### src/rtl/mpsoc_msi_wb_arbiter.sv
// Round-robin Wishbone B3 arbiter that grants whole bus cycles from NUM_MASTERS masters to one slave.
// Define MPSOC_MSI_WB_ARB_TIMEOUT_EN to add a watchdog that turns a hung slave into a bus error.
module mpsoc_msi_wb_arbiter #(
    parameter int NUM_MASTERS = 4,
    parameter int AW          = 32,
    parameter int DW          = 32,
    parameter int TIMEOUT     = 255
) (
    input  logic                        wb_clk_i,
    input  logic                        wb_rst_i,
    input  logic [NUM_MASTERS*AW-1:0]   m_adr_i,
    input  logic [NUM_MASTERS*DW-1:0]   m_dat_i,
    input  logic [NUM_MASTERS*DW/8-1:0] m_sel_i,
    input  logic [NUM_MASTERS*3-1:0]    m_cti_i,
    input  logic [NUM_MASTERS*2-1:0]    m_bte_i,
    input  logic [NUM_MASTERS-1:0]      m_we_i,
    input  logic [NUM_MASTERS-1:0]      m_cyc_i,
    input  logic [NUM_MASTERS-1:0]      m_stb_i,
    output logic [DW-1:0]               m_dat_o,
    output logic [NUM_MASTERS-1:0]      m_ack_o,
    output logic [NUM_MASTERS-1:0]      m_err_o,
    output logic [NUM_MASTERS-1:0]      m_rty_o,
    output logic [AW-1:0]               s_adr_o,
    output logic [DW-1:0]               s_dat_o,
    output logic [DW/8-1:0]             s_sel_o,
    output logic                        s_we_o,
    output logic                        s_cyc_o,
    output logic                        s_stb_o,
    output logic [2:0]                  s_cti_o,
    output logic [1:0]                  s_bte_o,
    input  logic [DW-1:0]               s_dat_i,
    input  logic                        s_ack_i,
    input  logic                        s_err_i,
    input  logic                        s_rty_i,
    output logic [NUM_MASTERS-1:0]      grant_o
);
    localparam int GW = $clog2(NUM_MASTERS);
    localparam int SW = DW / 8;

    if (NUM_MASTERS < 2 || TIMEOUT < 1) begin : gParamCheck
        $error("mpsoc_msi_wb_arbiter: NUM_MASTERS must be >= 2 and TIMEOUT >= 1");
    end

    typedef enum logic {IDLE, BUSY} state_e;

    state_e                 state_q, state_d;
    logic [GW-1:0]          gidx_q, gidx_d;
    logic [GW-1:0]          last_q, last_d;
    logic [NUM_MASTERS-1:0] grant_q, grant_d;
    logic [GW-1:0]          pick;
    int                     cand;

    logic [AW-1:0] adrArr [NUM_MASTERS];
    logic [DW-1:0] datArr [NUM_MASTERS];
    logic [SW-1:0] selArr [NUM_MASTERS];
    logic [2:0]    ctiArr [NUM_MASTERS];
    logic [1:0]    bteArr [NUM_MASTERS];

    for (genvar k = 0; k < NUM_MASTERS; k++) begin : gUnpack
        assign adrArr[k] = m_adr_i[k*AW +: AW];
        assign datArr[k] = m_dat_i[k*DW +: DW];
        assign selArr[k] = m_sel_i[k*SW +: SW];
        assign ctiArr[k] = m_cti_i[k*3 +: 3];
        assign bteArr[k] = m_bte_i[k*2 +: 2];
    end

    // Scanning downward leaves the requester closest after last_q as the winner.
    always_comb begin
        pick = last_q;
        cand = 0;
        for (int i = NUM_MASTERS; i >= 1; i--) begin
            cand = (int'(last_q) + i) % NUM_MASTERS;
            if (m_cyc_i[GW'(cand)]) pick = GW'(cand);
        end
    end

`ifdef MPSOC_MSI_WB_ARB_TIMEOUT_EN
    localparam int CW = $clog2(TIMEOUT + 1);

    logic [CW-1:0] wdCnt_q, wdCnt_d;
    logic          timeout;

    assign timeout = (state_q == BUSY) && (wdCnt_q == CW'(TIMEOUT));

    always_comb begin
        wdCnt_d = wdCnt_q;
        if (state_q != BUSY || timeout || s_ack_i || s_err_i || s_rty_i) wdCnt_d = '0;
        else if (m_stb_i[gidx_q]) wdCnt_d = wdCnt_q + 1'b1;
    end

    always_ff @(posedge wb_clk_i) begin
        if (wb_rst_i) wdCnt_q <= '0;
        else          wdCnt_q <= wdCnt_d;
    end
`endif

    always_ff @(posedge wb_clk_i) begin
        if (wb_rst_i) begin
            state_q <= IDLE;
            gidx_q  <= '0;
            last_q  <= GW'(NUM_MASTERS - 1);
            grant_q <= '0;
        end else begin
            state_q <= state_d;
            gidx_q  <= gidx_d;
            last_q  <= last_d;
            grant_q <= grant_d;
        end
    end

    // A grant is only ever released by the owning master dropping cyc.
    always_comb begin
        state_d = state_q;
        gidx_d  = gidx_q;
        last_d  = last_q;
        grant_d = grant_q;
        unique case (state_q)
            IDLE: begin
                if (|m_cyc_i) begin
                    gidx_d  = pick;
                    grant_d = {{(NUM_MASTERS-1){1'b0}}, 1'b1} << pick;
                    state_d = BUSY;
                end
            end
            BUSY: begin
                if (!m_cyc_i[gidx_q]) begin
                    last_d  = gidx_q;
                    grant_d = '0;
                    state_d = IDLE;
                end
            end
        endcase
    end

    always_comb begin
        s_adr_o = '0;
        s_dat_o = '0;
        s_sel_o = '0;
        s_we_o  = 1'b0;
        s_cyc_o = 1'b0;
        s_stb_o = 1'b0;
        s_cti_o = '0;
        s_bte_o = '0;
        m_ack_o = '0;
        m_err_o = '0;
        m_rty_o = '0;
        if (state_q == BUSY) begin
            s_adr_o = adrArr[gidx_q];
            s_dat_o = datArr[gidx_q];
            s_sel_o = selArr[gidx_q];
            s_we_o  = m_we_i[gidx_q];
            s_cyc_o = m_cyc_i[gidx_q];
            s_stb_o = m_stb_i[gidx_q];
            s_cti_o = ctiArr[gidx_q];
            s_bte_o = bteArr[gidx_q];
            m_ack_o[gidx_q] = s_ack_i;
            m_err_o[gidx_q] = s_err_i;
            m_rty_o[gidx_q] = s_rty_i;
`ifdef MPSOC_MSI_WB_ARB_TIMEOUT_EN
            if (timeout) begin
                s_cyc_o = 1'b0;
                s_stb_o = 1'b0;
                m_err_o[gidx_q] = 1'b1;
            end
`endif
        end
    end

    assign m_dat_o = s_dat_i;
    assign grant_o = grant_q;

endmodule
### config.mk
export PLATFORM = sky130hd
export DESIGN_NAME = mpsoc_msi_wb_arbiter
export DESIGN_NICKNAME = d
export VERILOG_FILES = /design/src/rtl/mpsoc_msi_wb_arbiter.sv
export SDC_FILE = /design/constraint.sdc
export NUM_CORES = 1
export LEC_CHECK = 0
export CORE_AREA = 3 3 182 184
export DETAILED_ROUTE_END_ITERATION = 10
export DIE_AREA = 0 0 185 187
export GPL_ROUTABILITY_DRIVEN = 0
export SETUP_SLACK_MARGIN = 0.2
export SKIP_CTS_REPAIR_TIMING = 1
export SLEW_MARGIN = 20
export SYNTH_ARGS = -nofsm -noshare
export SYNTH_HDL_FRONTEND = slang
export SYNTH_SLANG_ARGS = --single-unit
### constraint.sdc
create_clock -name wb_clk_i -period 6.4 [get_ports wb_clk_i]
set_clock_uncertainty 0.2 [all_clocks]
set_input_delay 1.92 -clock wb_clk_i [delete_from_list [all_inputs] [get_ports wb_clk_i]]
set_output_delay 1.92 -clock wb_clk_i [all_outputs]
set_load 0.03 [all_outputs]
# Word-level counts from Yosys, hierarchy flattened
# Cells that the tools add are included.
[classes] n_addsub=4 magnitude_cmp=7 n_eq_ne=2 shifts=1 mux=56 bitwise_logic=6 reduce_logical=5
[ops] op="$mux 32" n=6
[ops] op="$bmux 32 s2" n=2
[ops] op="$mux 4" n=8
[ops] op="$mux 1" n=17
[ops] op="$lt 2x4->1 const B" n=4
[ops] op="$bmux 1 s2" n=7
[ops] op="$mux 2" n=7
[ops] op="$and 4x4->4" n=3
[ops] op="$mux 3" n=3
[ops] op="$bmux 4 s2" n=1
[ops] op="$pmux 4 s2" n=1
[ops] op="$bmux 3 s2" n=1
[ops] op="$reduce_and 2->1" n=3
[ops] op="$add 2x1->2 const B" n=2
[ops] op="$add 2x2->2 const B" n=2
[ops] op="$bmux 2 s2" n=1
[ops] op="$ne 2x2->1 const B" n=2
[ops] op="$reduce_or 4->1" n=1
[ops] op="$shl 1x2->4 const A" n=1
[ops] op="$ge 3x3->1 const B" n=1
[ops] op="$lt 2x3->1 const B" n=1
[ops] op="$not 2->3" n=1
[ops] op="$demux 1 s2" n=1
[ops] op="$ge 2x1->1 const B" n=1
[ops] op="other kinds (3)" n=4
[word_totals] reg_bits=9 in_bits=341 out_inout_bits=124

# Depth between registers and ports, before layout
# Gate-level depths: netlist (run 1).
[logic_depth] word_depth=11 depth_mapped=5

# Least setup slack after synthesis (run 1)
# Ideal clock, no wire load.
[synth_path] path_kind="input-to-output" startpoint="in s_err_i" endpoint="out m_err_o[0]" arrival_time_ns=2.669 setup_slack_ns=1.611 path_stages=2 n_path_buf=0 cell_sequence="nand2_1 nor3_1"
[synth_between] elab_chain_len=2
[synth_lines] item="start, declared" line="33" rtl="input logic s_err_i,"
[synth_lines] item="$and 4x4->4 (no source line)"
[synth_lines] item="$mux 4" line="147" rtl="if (state_q == BUSY) begin"
[synth_lines] item="end, declared" line="21" rtl="output logic [NUM_MASTERS-1:0] m_err_o,"
# No other way between the ends.

# Worst setup path in the final report (run 1)
[layout_path] startpoint="in m_sel_i[9]" endpoint="out s_sel_o[1]"
[layout_between] elab_chain_len=4
[layout_lines] item="start, declared" line="13" rtl="input logic [NUM_MASTERS*DW/8-1:0] m_sel_i,"
[layout_lines] item="$bmux 4 s2" line="150" rtl="s_sel_o = selArr[gidx_q];"
[layout_lines] item="$mux 4 (implied by the code) (2 in a row)" line="150"
[layout_lines] item="$mux 4" line="147"
[layout_lines] item="end, declared" line="25" rtl="output logic [DW/8-1:0] s_sel_o,"
# No other way between the ends. The select of a mux whose other input is x is not followed.

==> results.yml, run 1 <==
die:
  core-area_um2: 31560
  initial_core_util_pct: 10.42
  num_io_pins: 465
  die_h_um: 187
  dieArea_um2: 34600
  die_w_um: 185
  rows: 65
global_route:
  grt_pass1_vias: 4364
  grt_max_degree: 75
  grt_usage_pct: 10.95
  antenna_found_initial: 4
  gr-total-overflow: 0
  grt_pass1_wl_um: 28940
setup_path:
  timing.rr.end: "grant_o[1]$_SDFFE_PP0P_"
  ff2ff_path_depth: 4
  required_ps: 4280
  r2r_slack_ps: 4170
  arrival_ps: 3730
  worstSetupPathType: "input port to output port"
  rr_startpoint: "gidx_q[1]$_SDFFE_PP0P_"
  endpoint_kind: "output port"
  cp-start-kind: "input port"
  cp_max_fo: 1
finish:
  design_area_um2: 7441
  layout-drive-gt1-share_pct: 14.02
  n_fill_cell: 3359
  area_delta_synth_final_pct: 126.3
  fin_cells: 1044
  fin_nets: 984
  seq_area_um2: 188.9
  multi_input_area_um2: 2604
  n_antenna_cell: 0
synth:
  synth_area_leaders: "mux4_2, and2_1, buf_4"
  syn_area_um2: 3288
  avgSynthCellArea_um2: 11.03
  ys_seq_area_share_pct: 5.479
  synth-async-reset-ratio_pct: 0
  synthDistinctLibCells: 38
  synthDominantCellAreaShare_pct: 51.37
  postSynthCellCount: 298
  synth_most_common_cell: "and2_1"
  syn-num-nets: 639
  ys.flop_type: "dfxtp_1"
  synthTopCellsByCount: "and2_1, mux4_2, buf_4, nor2_1"
  ys_ff_latch: 9
  yosysWarnings: 0
  synth_area_leader_cell: "mux4_2"
  synth-edff-count: 0
timing:
  max-slew-margin-rel_pct: 39.15
  grt_setup_unrepaired: "false"
  slew_viol_final: 0
  fin_tns_setup_ps: 0
  hold_violations: 0
  hold_ws_ps: 277.3
  tightest_slew_ps: 912.7
  timing.final.crit_share_pct: 91.41
  fin_crit_ps: 5850
  setup_viol: 0
  max_clock_freq_mhz: 170.9
detailed_routing:
  drtAntennaViolNets: 0
  first_pass_iters: 4
  wirelength_um: 20840
  route.detailed.drc: 0
  num_vias: 4001
  vias_per_cell: 3.832
  drt_iter0_markers: 169
  wl_per_cell_um: 19.96
clock_network:
  tritoncts: "done"
  cts_made_buffers: 3
  clock_latency_ps: 240
  clock-sinks: 9
  cts-root-buf: "clkbuf_16"
  cts.reportedPaths.clkPinSlew_ps: 40
  cts_buffer_depth: 2
  cts_htree_levels: 1
job:
  max_cap_violations: 0
run_status:
  status: "completed"
power_and_ir_drop:
  power_density_nw_per_um2: 127.1
  p_leak_nw: 2.476
  ir_drop_mv: 0.06584
  finalPower_uw: 945.7
place:
  place_inst: 1040
  dp_hpwl_um: 17320
  post_dp_cell_area_um2: 7362
  io_buffers: 400
hold_path:
  whs_path_depth: 1
  min_path_type: "register to register"
  hold_end: "grant_o[0]$_SDFFE_PP0P_"
  min-delay-start: "grant_o[0]$_SDFFE_PP0P_"
==> sequential cells by signal (all words and copies together) (netlist names) <==
name,count
state_q,1
gidx_q,2
grant_o,4
last_q,2
==> cell type report <==
class	instances	share of cell area, %
multi-input combinational	223	34.99
clock buffer	4	1.059
tap	402	6.760
sequential	9	2.539
inverter	2	0.1009
timing repair buffer	404	54.55
==> routing by layer <==
metal	wire [µm]	global-route usage (%)
met5	55	0
met4	91	0.7792
met3	1989	3.112
met2	10370	19.80
met1	8332	13.39
==> stage by stage <==
stage | utilization [%] | worst slack (ps)
2_1_floorplan | - | 1611
3_3_place_gp | 23.33 | 571.3
3_5_place_dp | 23.33 | 580.8
4_1_cts | 23.58 | 566.2
5_1_grt | 23.58 | 446.4
6_report | 23.58 | 549.5
==> critical path: stages <==
cell and delay, ps:
clkdlybuf4s50_1 480, mux4_2 540, and2_1 180, clkdlybuf4s50_1 600
==> cell families (layout without fill, tap and decap cells) <==
kind of cell    after synthesis  in the layout  share of synthesized area (%)
mux                          78             78                          52.32
buf+inv                      66            410                          15.33
flops                         9              9                          5.479
compound gates               26             26                          6.051
simple gates                119            119                          20.82
==> placed cells by master, fill, tap and decap left out, types with 6 or more instances in the layout <==
cell type,instances
dfxtp_1,6
nor3_1,6
nand2b_1,6
nor2_1,18
clkdlybuf4s50_1,400
mux4_2,75
a21oi_1,7
nand2_1,7
and2_1,76
==> where the power goes <==
group	switching [mW]	internal [mW]	leakage, nW	total (mW)
sequential	0.0325	0.0627	0.0756	0.0952
clock	0.0274	0.0833	0.0382	0.111
combinational	0.306	0.434	2.36	0.740
==> how the worst max path moves through the flow <==
| stage | slack [ps] | to | depth (start not counted) | startpoint |
|---|---|---|---|---|
| floorplan | 1610 | m_err_o[0] | 2 | s_err_i |
| global placement | 570 | s_bte_o[0] | 4 | m_bte_i[0] |
| detailed placement | 580 | s_cyc_o | 5 | m_cyc_i[3] |
| CTS | 570 | s_sel_o[1] | 4 | m_sel_i[9] |
| global route | 450 | s_cyc_o | 5 | m_cyc_i[3] |
| finish | 550 | s_sel_o[1] | 4 | m_sel_i[9] |
(Power assumes the default switching activity.)
==> inputs of run 2 (changes only) <==
--- a/config.mk
+++ b/config.mk
@@ -5,6 +5,7 @@
 export SDC_FILE = /design/constraint.sdc
 export NUM_CORES = 1
 export LEC_CHECK = 0
+export CAP_MARGIN = 20
 export CORE_AREA = 3 3 182 184
 export DETAILED_ROUTE_END_ITERATION = 10
 export DIE_AREA = 0 0 185 187
==> results of run 2 <==
The final DEF is identical to that of run 1; final timing and power are the same.
==> inputs of run 3 (changes only) <==
--- a/config.mk
+++ b/config.mk
@@ -6,9 +6,9 @@
 export NUM_CORES = 1
 export LEC_CHECK = 0
 export CAP_MARGIN = 20
-export CORE_AREA = 3 3 182 184
+export CORE_AREA = 4 4 177 179
 export DETAILED_ROUTE_END_ITERATION = 10
-export DIE_AREA = 0 0 185 187
+export DIE_AREA = 0 0 181 183
 export GPL_ROUTABILITY_DRIVEN = 0
 export SETUP_SLACK_MARGIN = 0.2
 export SKIP_CTS_REPAIR_TIMING = 1
==> results.yml, run 3 (synthesis gave the netlist of run 1 again) <==
run_status:
  status: "completed"
clock_network:
  clock-sinks: 9
  clock_latency_ps: 240
  cts-root-buf: "clkbuf_16"
  tritoncts: "done"
  cts_buffer_depth: 2
  cts_htree_levels: 1
  cts.reportedPaths.clkPinSlew_ps: 40
  cts_made_buffers: 3
finish:
  utilization_pct: 25.15
  largest_register_ffs: 4
  fin_nets: 985
  n_fill_cell: 3127
  layout-drive-gt1-share_pct: 14.15
  area_delta_synth_final_pct: 126.1
  final_common_cell: "clkdlybuf4s50_1"
  final_cell_mix: "clkdlybuf4s50_1, and2_1, mux4_2, nor2_1"
  n_antenna_cell: 0
  design_area_um2: 7433
timing:
  fin_crit_ps: 5828
  max_clock_freq_mhz: 171.6
  tightest_slew_ps: 788.2
  setup_viol: 0
  max-slew-margin-rel_pct: 47.46
  fin_tns_setup_ps: 0
  grt_setup_unrepaired: "false"
  hold_violations: 0
  timing.final.crit_share_pct: 91.06
  slew_viol_final: 0
  hold_ws_ps: 277.2
power_and_ir_drop:
  p_leak_nw: 2.482
  switchingPower_uw: 360.6
  ir_drop_mv: 0.07472
  power_switching_share_pct: 38.32
  finalPower_uw: 941.1
  pwr-share-clk_pct: 11.9
  pwr-share-comb_pct: 77.9
  internal_power_uw: 580.5
  power_density_nw_per_um2: 126.6
  power.share.sequential_pct: 10.1
global_route:
  grt_usage_pct: 10.99
  grt_pass1_wl_um: 28650
  grt_pass1_vias: 4370
  antenna_found_initial: 0
  grt_max_degree: 48
  gr-total-overflow: 0
detailed_routing:
  route.detailed.drc: 0
  drt_iter0_markers: 109
  wl_per_cell_um: 19.33
  vias_per_cell: 3.896
  wirelength_um: 19970
  drtAntennaViolNets: 0
  first_pass_iters: 4
  num_vias: 4025
setup_path:
  worstSetupPathType: "input port to output port"
  ff2ff_path_depth: 5
  required_ps: 4280
  cp_common_cell: "clkdlybuf4s50_1"
  cp_slowest_cell: "clkdlybuf4s50_1"
  cp_max_fo: 9
  cpPeakStageDelay_ps: 680
  path_cells: "clkdlybuf4s50_1, mux2i_1, nand2_1, o211a_1, clkdlybuf4s50_1"
  endpoint_kind: "output port"
  arrival_ps: 3710
  cp-start-kind: "input port"
die:
  die_w_um: 181
  initial_core_util_pct: 11.12
  dieArea_um2: 33120
  core-area_um2: 29560
  num_io_pins: 465
  die_h_um: 183
  rows: 63
place:
  dp_hpwl_um: 16750
  post_dp_cell_area_um2: 7355
  io_buffers: 400
hold_path:
  min_path_type: "register to register"
  whs_path_depth: 1
job:
  max_cap_violations: 0
## run 3: per-stage QoR
step	cells	setup slack [ps]
2_1_floorplan	298	1611
3_3_place_gp	1029	586.4
3_5_place_dp	1029	572.3
4_1_cts	1033	571.8
5_1_grt	1033	463.5
6_report	1033	571.9
## run 3: layer usage
metal	vias to the layer above	wire length (µm)	GRT usage (%)
met2	235	10040	19.15
li1	1805	-	-
met1	1981	8153	14.48
met4	0	31	0.5704
met3	4	1744	2.896
met5	-	0	0
## run 3: final timing paths
kind | start | endpoint | slack (ps)
hold reg to reg | grant_o[2]$_SDFFE_PP0P_ | grant_o[2]$_SDFFE_PP0P_ | 280
hold / removal | grant_o[2]$_SDFFE_PP0P_ | grant_o[2]$_SDFFE_PP0P_ | 280
setup / recovery | m_cyc_i[3] | s_cyc_o | 570
setup reg to reg | state_q$_SDFF_PP0_ | grant_o[3]$_SDFFE_PP0P_ | 4030
## run 3: worst max-delay path: cells and delay by family
kind,cells,cell delay (ps)
compound gates,1,160
buf+inv,2,1320
mux,1,200
simple gates,1,100
## run 3: final cells by class
class	instances	area, µm²	share of cell area (%)
multi-input cells	223	2604	35.03
flip-flops and latches	9	188.9	2.542
repair buffers	405	4066	54.70
well taps	390	488.0	6.565
clock buffers	4	78.83	1.060
inverters	2	7.507	0.1010
## run 3: power by group through the flow
stage,logic [mW],clock network [mW],registers [mW]
after floorplan,0.450,0,0.0698
after global placement,0.736,0,0.0984
after detailed placement,0.739,0,0.0986
after CTS,0.743,0.115,0.0977
after global routing,0.778,0.118,0.100
final,0.734,0.112,0.0955
